## config.mk

```make
export PLATFORM = sky130hd
export DESIGN_NAME = i2c_uart_response_framer
export DESIGN_NICKNAME = d
export VERILOG_FILES = /design/src/rtl/uart_frame_pkg.sv /design/src/rtl/timeout_timer.sv /design/src/rtl/i2c_uart_response_framer.sv
export SDC_FILE = /design/constraint.sdc
export NUM_CORES = 1
export LEC_CHECK = 0
export BUFFER_PORTS_ARGS = -buffer_cell sky130_fd_sc_hd__buf_2
export CAP_MARGIN = 0
export CORE_MARGIN = 8
export CORE_UTILIZATION = 40
export CTS_CLUSTER_DIAMETER = 100
export DETAILED_ROUTE_END_ITERATION = 12
export PLACE_DENSITY = 0.71
export SYNTH_ARGS = -nofsm -noshare
export SYNTH_HDL_FRONTEND = slang
export SYNTH_HIERARCHICAL = 1
export SYNTH_SLANG_ARGS = --single-unit
```

## constraint.sdc

```tcl
create_clock -name clk -period 2.5 [get_ports clk]
set_input_delay 0.5 -clock clk [delete_from_list [all_inputs] [get_ports clk]]
set_output_delay 0.5 -clock clk [all_outputs]
set_load 0.05 [all_outputs]
```

## src/rtl/uart_frame_pkg.sv

```systemverilog
// rtl/uart_frame_pkg.sv - byte-frame constants, states and helpers shared by the UART framer and parser
//   START_BYTE/STOP_BYTE  frame delimiters
//   MODE_*                operation codes in mode[3:0]
//   frame_state_t         byte slot currently being handled
//   frame_phase_t         SEND (request byte) / WAIT (byte on the wire)
//   data_len()            number of data bytes carried by a frame (0..2)
package uart_frame_pkg;

  localparam logic [7:0] START_BYTE = 8'hFF;
  localparam logic [7:0] STOP_BYTE  = 8'hFF;

  localparam logic [3:0] MODE_RD1 = 4'b0001;
  localparam logic [3:0] MODE_RD2 = 4'b0010;
  localparam logic [3:0] MODE_WR1 = 4'b0100;
  localparam logic [3:0] MODE_WR2 = 4'b1000;

  typedef enum logic [2:0] {
    ST_IDLE,
    ST_START,
    ST_ADDR,
    ST_STATUS,
    ST_DATA1,
    ST_DATA2,
    ST_STOP
  } frame_state_t;

  typedef enum logic {
    PH_SEND,
    PH_WAIT
  } frame_phase_t;

  // A NACKed transaction carries no data, whatever the operation was.
  function automatic logic [1:0] data_len(input logic [7:0] mode, input logic nack);
    logic [1:0] len;
    len = 2'd0;
    if (!nack) begin
      case (mode[3:0])
        MODE_RD1: len = 2'd1;
        MODE_RD2: len = 2'd2;
        MODE_WR1, MODE_WR2: len = 2'd0;
        default: len = 2'd0;
      endcase
    end
    return len;
  endfunction

endpackage

```

## src/rtl/timeout_timer.sv

```systemverilog
// rtl/timeout_timer.sv - 32-bit watchdog counter with a terminal-count pulse after MAX enabled cycles
//   clk, reset   clock, asynchronous active-high reset
//   clear        restart counting from zero
//   enable       count this cycle
//   tc           high on the MAX-th consecutive enabled cycle after a clear
module timeout_timer #(
  parameter int unsigned MAX = 1000
) (
  input  logic clk,
  input  logic reset,
  input  logic clear,
  input  logic enable,
  output logic tc
);

  localparam logic [31:0] LAST = 32'(MAX - 1);

  logic [31:0] count;

  assign tc = enable && (count == LAST);

  always_ff @(posedge clk or posedge reset) begin
    if (reset) begin
      count <= '0;
    end else if (clear || tc) begin
      count <= '0;
    end else if (enable) begin
      count <= count + 32'd1;
    end
  end

endmodule

```

## src/rtl/i2c_uart_response_framer.sv

```systemverilog
// rtl/i2c_uart_response_framer.sv - serialises I2C response-queue entries into UART byte frames
//   rsp_valid/rsp_addr/rsp_mode/rsp_data/rsp_nack  head of the response queue
//   rsp_rd        one-cycle pop of the response queue
//   tx_ready/tx_done_tick  UART TX core status
//   tx_start/tx_byte       one-cycle byte request to the UART TX core
//   busy          frame in progress
//   tx_timeout    one-cycle pulse when a frame is abandoned
// Frame: FF, ADDR, {nack, mode[6:0]}, [data[7:0]], [data[15:8]], FF
module i2c_uart_response_framer
  import uart_frame_pkg::*;
#(
  parameter int unsigned SYS_FREQ   = 100_000_000,
  parameter int unsigned TIMEOUT_MS = 10
) (
  input  logic        clk,
  input  logic        reset,
  input  logic        rsp_valid,
  input  logic [7:0]  rsp_addr,
  input  logic [7:0]  rsp_mode,
  input  logic [15:0] rsp_data,
  input  logic        rsp_nack,
  output logic        rsp_rd,
  input  logic        tx_ready,
  input  logic        tx_done_tick,
  output logic        tx_start,
  output logic [7:0]  tx_byte,
  output logic        busy,
  output logic        tx_timeout
);

  localparam longint unsigned MAX_WAIT_WIDE = 64'(SYS_FREQ / 1000) * 64'(TIMEOUT_MS);
  localparam int unsigned     MAX_WAIT      = 32'(MAX_WAIT_WIDE);

  generate
    if (MAX_WAIT_WIDE > 64'h0000_0000_FFFF_FFFF || MAX_WAIT_WIDE == 64'd0) begin : g_bad_max_wait
      $error("MAX_WAIT must lie in 1 .. 2**32-1 cycles");
    end
  endgenerate

  frame_state_t state, state_n, state_after;
  frame_phase_t phase, phase_n;

  logic [7:0]  addr_q;
  logic [7:0]  mode_q;
  logic [15:0] data_q;
  logic        nack_q;
  logic [1:0]  len;
  logic        tmr_en;
  logic        tmr_tc;

  assign len      = data_len(mode_q, nack_q);
  assign busy     = (state != ST_IDLE);
  assign rsp_rd   = !busy && rsp_valid;
  assign tx_start = busy && (phase == PH_SEND) && tx_ready;
  // A done tick on the terminal-count cycle must win, so it also stops the count.
  assign tmr_en     = busy && (phase == PH_WAIT) && !tx_done_tick;
  assign tx_timeout = tmr_tc;

  timeout_timer #(
    .MAX(MAX_WAIT)
  ) u_timer (
    .clk   (clk),
    .reset (reset),
    .clear (tx_start),
    .enable(tmr_en),
    .tc    (tmr_tc)
  );

  // Byte for the current slot; held through WAIT because it depends only on state.
  always_comb begin
    tx_byte = 8'h00;
    case (state)
      ST_START:  tx_byte = START_BYTE;
      ST_ADDR:   tx_byte = addr_q;
      ST_STATUS: tx_byte = {nack_q, mode_q[6:0]};
      ST_DATA1:  tx_byte = data_q[7:0];
      ST_DATA2:  tx_byte = data_q[15:8];
      ST_STOP:   tx_byte = STOP_BYTE;
      default:   tx_byte = 8'h00;
    endcase
  end

  always_comb begin
    state_after = ST_IDLE;
    case (state)
      ST_START:  state_after = ST_ADDR;
      ST_ADDR:   state_after = ST_STATUS;
      ST_STATUS: state_after = (len != 2'd0) ? ST_DATA1 : ST_STOP;
      ST_DATA1:  state_after = (len == 2'd2) ? ST_DATA2 : ST_STOP;
      ST_DATA2:  state_after = ST_STOP;
      default:   state_after = ST_IDLE;
    endcase
  end

  always_comb begin
    state_n = state;
    phase_n = phase;
    if (!busy) begin
      phase_n = PH_SEND;
      if (rsp_valid) begin
        state_n = ST_START;
      end
    end else if (phase == PH_SEND) begin
      if (tx_ready) begin
        phase_n = PH_WAIT;
      end
    end else if (tx_done_tick) begin
      state_n = state_after;
      phase_n = PH_SEND;
    end else if (tmr_tc) begin
      state_n = ST_IDLE;
      phase_n = PH_SEND;
    end
  end

  always_ff @(posedge clk or posedge reset) begin
    if (reset) begin
      state  <= ST_IDLE;
      phase  <= PH_SEND;
      addr_q <= '0;
      mode_q <= '0;
      data_q <= '0;
      nack_q <= 1'b0;
    end else begin
      state <= state_n;
      phase <= phase_n;
      if (rsp_rd) begin
        addr_q <= rsp_addr;
        mode_q <= rsp_mode;
        data_q <= rsp_data;
        nack_q <= rsp_nack;
      end
    end
  end

endmodule
```

==> flow_summary.toml, run 1 <==
[drt]
wire_per_inst_um = 15.4
firstDrtPassIters = 4
drtIter0Drc = 169
vias_per_cell = 5.30
drt_wl_total_um = 8390
antenna_left = 0
drcViolationCount = 0
vias = 2879

[die]
pin_count = 50
die_area_sq_um = 12900
die_w_um = 114
core_sq_um = 9240
fp-row-count = 35
die_h_um = 114
initial_core_util = 0.414

[sta]
finalCriticalPeriod_ns = 2.40
hold-worst-slack_ns = 0.246
timing.fmax_mhz = 417
worst_pin_slew_ns = 0.489
fin_crit_sh = 0.959
hold_viol = 0
slew_headroom = 0.672
maxSlewViolCount = 0
skew_ns = 0.00743
setup_viol = 0
rsz0062_at_grt = "false"
setup_tns_ns = 0

[layout]
synthToLayoutAreaGrowth_pct = 18.3
diodes = 0
final_cells = 543
drive_above_1_share = 0.341
postLayoutCoreUtil = 0.490
multi_input_area_sq_um = 1990
nets = 449
fillers = 823
seq_area_sq_um = 1700

[synthesis]
postSynthCellCount = 348
yosysTopAreaCell = "dfrtp_1"
synthFlopType = "dfrtp_1"
syn_nets = 388
synth_area_leaders = "dfrtp_1 (44%), mux2_4 (11%), xor2_1 (3.2%)"
synth.avg_cell_area_sq_um = 11.0
synth-seq-area-share = 0.445
postSynth.asyncResetShare = 1.00
synth_common_cells = "dfrtp_1 (68), nor2_1 (32), mux2_4 (29)"
synth_edf_count = 0
synth_area_sq_um = 3820
synth.distinct_cells = 58
yosys_register_bits = 68
yosysWarnings = 6
synth_top_area_share = 0.445
yosysMostFrequentCell = "dfrtp_1"

[placement]
dp_hpwl_um = 5990
gp_congestion = 0.811
portBuffers = 48
place_inst = 524

[global_route]
grt_overflow_total = 0
grt_max_degree = 37
antenna_found_initial = 0
grt_pass1_vias = 3012
grt_use_total = 0.138
grt_pass1_wl_um = 14500

[outcome]
run_status = "completed"

[power_and_ir_drop]
cellLeakagePower_nw = 1.97
peakVddDrop_uv = 725
p_total_mw = 4.84
pwr_density_cell_nw_per_um2 = 1070

[worst_setup_path]
worstSetupStartpointType = "flip-flop"
cp-end-kind = "output port"
required_ns = 2.00
rr_startpoint = "state[1]"
startpoint = "u_timer/count[8]"
cp_cell_sequence = "nor4b_1 > and4_1 > nand4_1 > nor2_4 > buf_6"
cp_slowest_cell = "dfrtp_1"
critPathKind = "flip-flop to output port"
slowest_delay_ns = 0.44
cp.arrival_ns = 1.90
crit_fanout = 6

[clocking]
cts_tree = "built"
clk_pin_slew_ns = 0.08
cts_root_buffer = "clkbuf_8"
clockBufferDepth = 2
clock_latency_ns = 0.34
htreeDepth = 3
numCtsBuffers = 9
clkSinkCount = 68

[job]
drv_cap = 0

[worst_hold_path]
hold_class = "input port to asynchronous set/reset pin"
==> metrics by stage <==
step           instance area (sq um)  setup slack, ns
4_1_cts                         4490           0.0166
3_5_place_dp                    4230           0.0963
2_1_floorplan                   3860          -0.0332
6_report                        4520            0.103
5_1_grt                         4520          0.00330
3_3_place_gp                    4230            0.145
==> flip-flops by register name, summed over array words and instances, names as in the netlist <==
register and flops:
nack_q 1, data_q 16, mode_q 7, addr_q 8, state 3, phase 1, u_timer/count 32
==> path summary, 6_finish.rpt <==
| check | depth (start not counted) | endpoint | slack, ns |
|---|---|---|---|
| hold / removal | 3 | u_timer/count[1] | 0.25 |
| max in group asynchronous | 3 | mode_q[0] | 1.92 |
| setup reg to reg | 7 | u_timer/count[31] | 0.33 |
| hold reg to reg | 1 | mode_q[6] | 0.51 |
| min in group clk | 2 | addr_q[4] | 0.39 |
| setup / recovery | 5 | tx_timeout | 0.10 |
==> cell usage in the layout, fill, tap and decap left out, types with 3 or more instances in the layout <==
cell,n
nand4_1,13
nor3_1,5
or3_1,9
a21oi_1,10
nor2b_1,10
nand2b_1,3
and3_1,4
bufinv_16,3
buf_4,19
nor2_1,31
o21ai_0,10
xnor2_1,9
o221ai_1,6
nand2_1,23
and2_1,4
buf_2,46
dfrtp_1,68
mux2_4,29
nand3_1,8
mux2_2,5
o32ai_1,4
clkbuf_8,9
mux2i_1,6
nor4_2,5
inv_1,8
nor4_1,3
xor2_1,14
and4_1,3
a22oi_1,3
==> where the power goes <==
group | switching (mW) | internal (mW) | total [mW]
Combinational | 1.19 | 0.912 | 2.10
Clock | 0.432 | 0.665 | 1.10
Sequential | 0.227 | 1.42 | 1.64
==> worst max-delay path, delay by kind of cell (launching register included) <==
family        cells  cell delay (ns)
flops             1             0.44
buf+inv           1             0.17
simple gates      4             0.94
==> kinds of logic (layout without fill, tap and decap cells) <==
group	count (synthesis)	in the layout	synth area share
compound gates	47	47	0.0834
xor+xnor	23	23	0.0527
fa+ha+maj	2	2	0.00654
buf+inv	26	92	0.0465
flops	68	68	0.445
mux	40	40	0.144
simple gates	142	142	0.222
==> what timing repair did <==
action | CTS | global route
resized for setup | 2 | 6
hold buffers | 0 | 0
buffers inserted | 2 | 1
endpoints found under the setup margin | 1 | 7
pin swaps | 3 | 1
==> final cells by class <==
class,count,area share
Timing Repair Buffer,67,0.0866
Sequential cell,68,0.376
Inverter,9,0.00830
Clock buffer,10,0.0282
Tap cell,129,0.0357
Clock inverter,6,0.0249
Multi-Input combinational cell,254,0.440
==> routing by layer <==
layer  global-route usage  part of all wire
met2                0.217              0.48
met1                0.179              0.47
met4               0.0586            0.0099
met3               0.0301             0.038
met5                    0                 0
Note: power is estimated with default switching activity, not from simulation.
==> run 2, diff against run 1 <==
==> constraint.sdc (replaced) <==
create_clock -name clk -period 2.5 [get_ports clk]
set_input_delay 0.5 -clock clk [delete_from_list [all_inputs] [get_ports clk]]
set_output_delay 0.5 -clock clk [all_outputs]
set_load 0.005 [all_outputs]
==> flow_summary.toml, run 2 (synthesis gave the netlist of run 1 again) <==
[outcome]
run_status = "completed"

[drt]
vias_per_cell = 5.29
vias = 2849
drtIter0Drc = 136
drcViolationCount = 0
drt_wl_total_um = 8290
firstDrtPassIters = 4
antenna_left = 0
wire_per_inst_um = 15.4

[layout]
drive_above_1_share = 0.334
mostFrequentLayoutCells = "dfrtp_1 (68), buf_2 (48), nor2_1 (31)"
diodes = 0
fillers = 848
max_flop_register = "u_timer/count"
synthToLayoutAreaGrowth_pct = 17.4
final_common_cell = "dfrtp_1"
reg.largest.list = "u_timer/count x32, data_q x16, addr_q x8"
nets = 445
final_cells = 539
largest_reg_flops = 32

[sta]
hold_viol = 0
rsz0062_at_grt = "false"
finalCriticalPeriod_ns = 2.38
skew_ns = 0.0147
slew_headroom = 0.654
worst_pin_slew_ns = 0.513
setup_tns_ns = 0
maxSlewViolCount = 0
setup_viol = 0
fin_crit_sh = 0.952
timing.fmax_mhz = 420

[global_route]
grt_pass1_wl_um = 14300
grt_max_degree = 37
grt_use_total = 0.137
antenna_found_initial = 0
grt_pass1_vias = 3019
grt_overflow_total = 0

[worst_setup_path]
rr_startpoint = "state[1]"
critPathKind = "flip-flop to output port"
cp-end-kind = "output port"
crit_fanout = 5
cp_cell_sequence = "nor4b_2 > and4_4 > nand4_1 > nor2_2 > buf_2"
rr_endpoint = "state[1]"
worstRegToRegCells = 6
worstSetupEndpoint = "tx_timeout"
startpoint = "u_timer/count[12]"
cp.arrival_ns = 1.88
cp_slowest_cell = "dfrtp_1"
worstSetupStartpointType = "flip-flop"
slowest_delay_ns = 0.44
required_ns = 2.00
reg2reg_setup_slack_ns = 0.31

[placement]
place_inst = 522
gp_congestion = 0.850
portBuffers = 48
dp_hpwl_um = 6010

[clocking]
htreeDepth = 3
ctsHoldBuffers = 0
clkSinkCount = 68
cts_tree = "built"
clockBufferDepth = 2
cts_root_buffer = "clkbuf_8"
numCtsBuffers = 9
clock_latency_ns = 0.35
clk_pin_slew_ns = 0.08

[die]
initial_core_util = 0.414
die_h_um = 114
fp-row-count = 35
die_w_um = 114
core_sq_um = 9240
die_area_sq_um = 12900
pin_count = 50

[power_and_ir_drop]
pwr_density_cell_nw_per_um2 = 972
peakVddDrop_uv = 569
cellLeakagePower_nw = 1.95

[job]
drv_cap = 0

[worst_hold_path]
hold_class = "input port to asynchronous set/reset pin"
## run 2: cell count changes in the layout (fill, tap and decap cells not counted), sizes merged
| cell | previous run | this run |
|---|---|---|
| buf | 66 | 63 |
| clkbuf | 11 | 10 |
## run 2: per-stage QoR
step,hold WS [ns],instance area [sq um],power [mW],utilization,setup WS (ns)
2_1_floorplan,0.474,3830,2.84,-,0.0289
3_3_place_gp,0.493,4210,3.21,0.455,0.238
3_5_place_dp,0.488,4210,3.27,0.455,0.225
4_1_cts,0.235,4470,4.42,0.484,0.0292
5_1_grt,0.280,4490,4.63,0.486,0.0105
6_report,0.238,4490,4.37,0.486,0.120
## run 2: area by class of cell
class	instances	area, sq um	share of cell area
clock buffer	10	138	0.0306
multi-input combinational	254	1980	0.441
clock inverter	6	111	0.0248
tap	129	161	0.0359
inverter	9	33.8	0.00752
timing repair buffer	63	365	0.0813
sequential	68	1700	0.379
## run 2: repair_timing
action,4_1_cts,5_1_grt
setup buffers,0,1
gates resized for setup,3,4
setup endpoints to repair,1,1
cloned,0,0
pin swaps,0,1
## run 2: critical path, delay by kind of cell, from the launching register on
kind	cells	cell delay (ns)
buffers and inverters	1	0.13
flip-flops	1	0.44
AND/OR/NAND/NOR	4	0.96
## run 2: worst min-delay path by stage
stage	startpoint	end	slack, ns	cells past startpoint
final	reset	u_timer/count[4]	0.24	3
after global routing	reset	u_timer/count[0]	0.28	3
after CTS	reset	u_timer/count[4]	0.23	3
after detailed placement	addr_q[7]	addr_q[7]	0.49	1
after global placement	addr_q[3]	addr_q[3]	0.49	1
after floorplan	mode_q[6]	mode_q[6]	0.47	1
## run 2: routing by layer
layer | global-route usage | part of all wire | up-vias
met5 | 0 | 0 | -
met4 | 0.0435 | 0.0061 | 0
met3 | 0.0449 | 0.054 | 4
met2 | 0.226 | 0.49 | 79
met1 | 0.164 | 0.45 | 1391
li1 | - | - | 1375
## run 2: report_power, final
group | internal, mW | switching, mW
clock network | 0.690 | 0.431
registers | 1.42 | 0.217
logic | 0.895 | 0.717
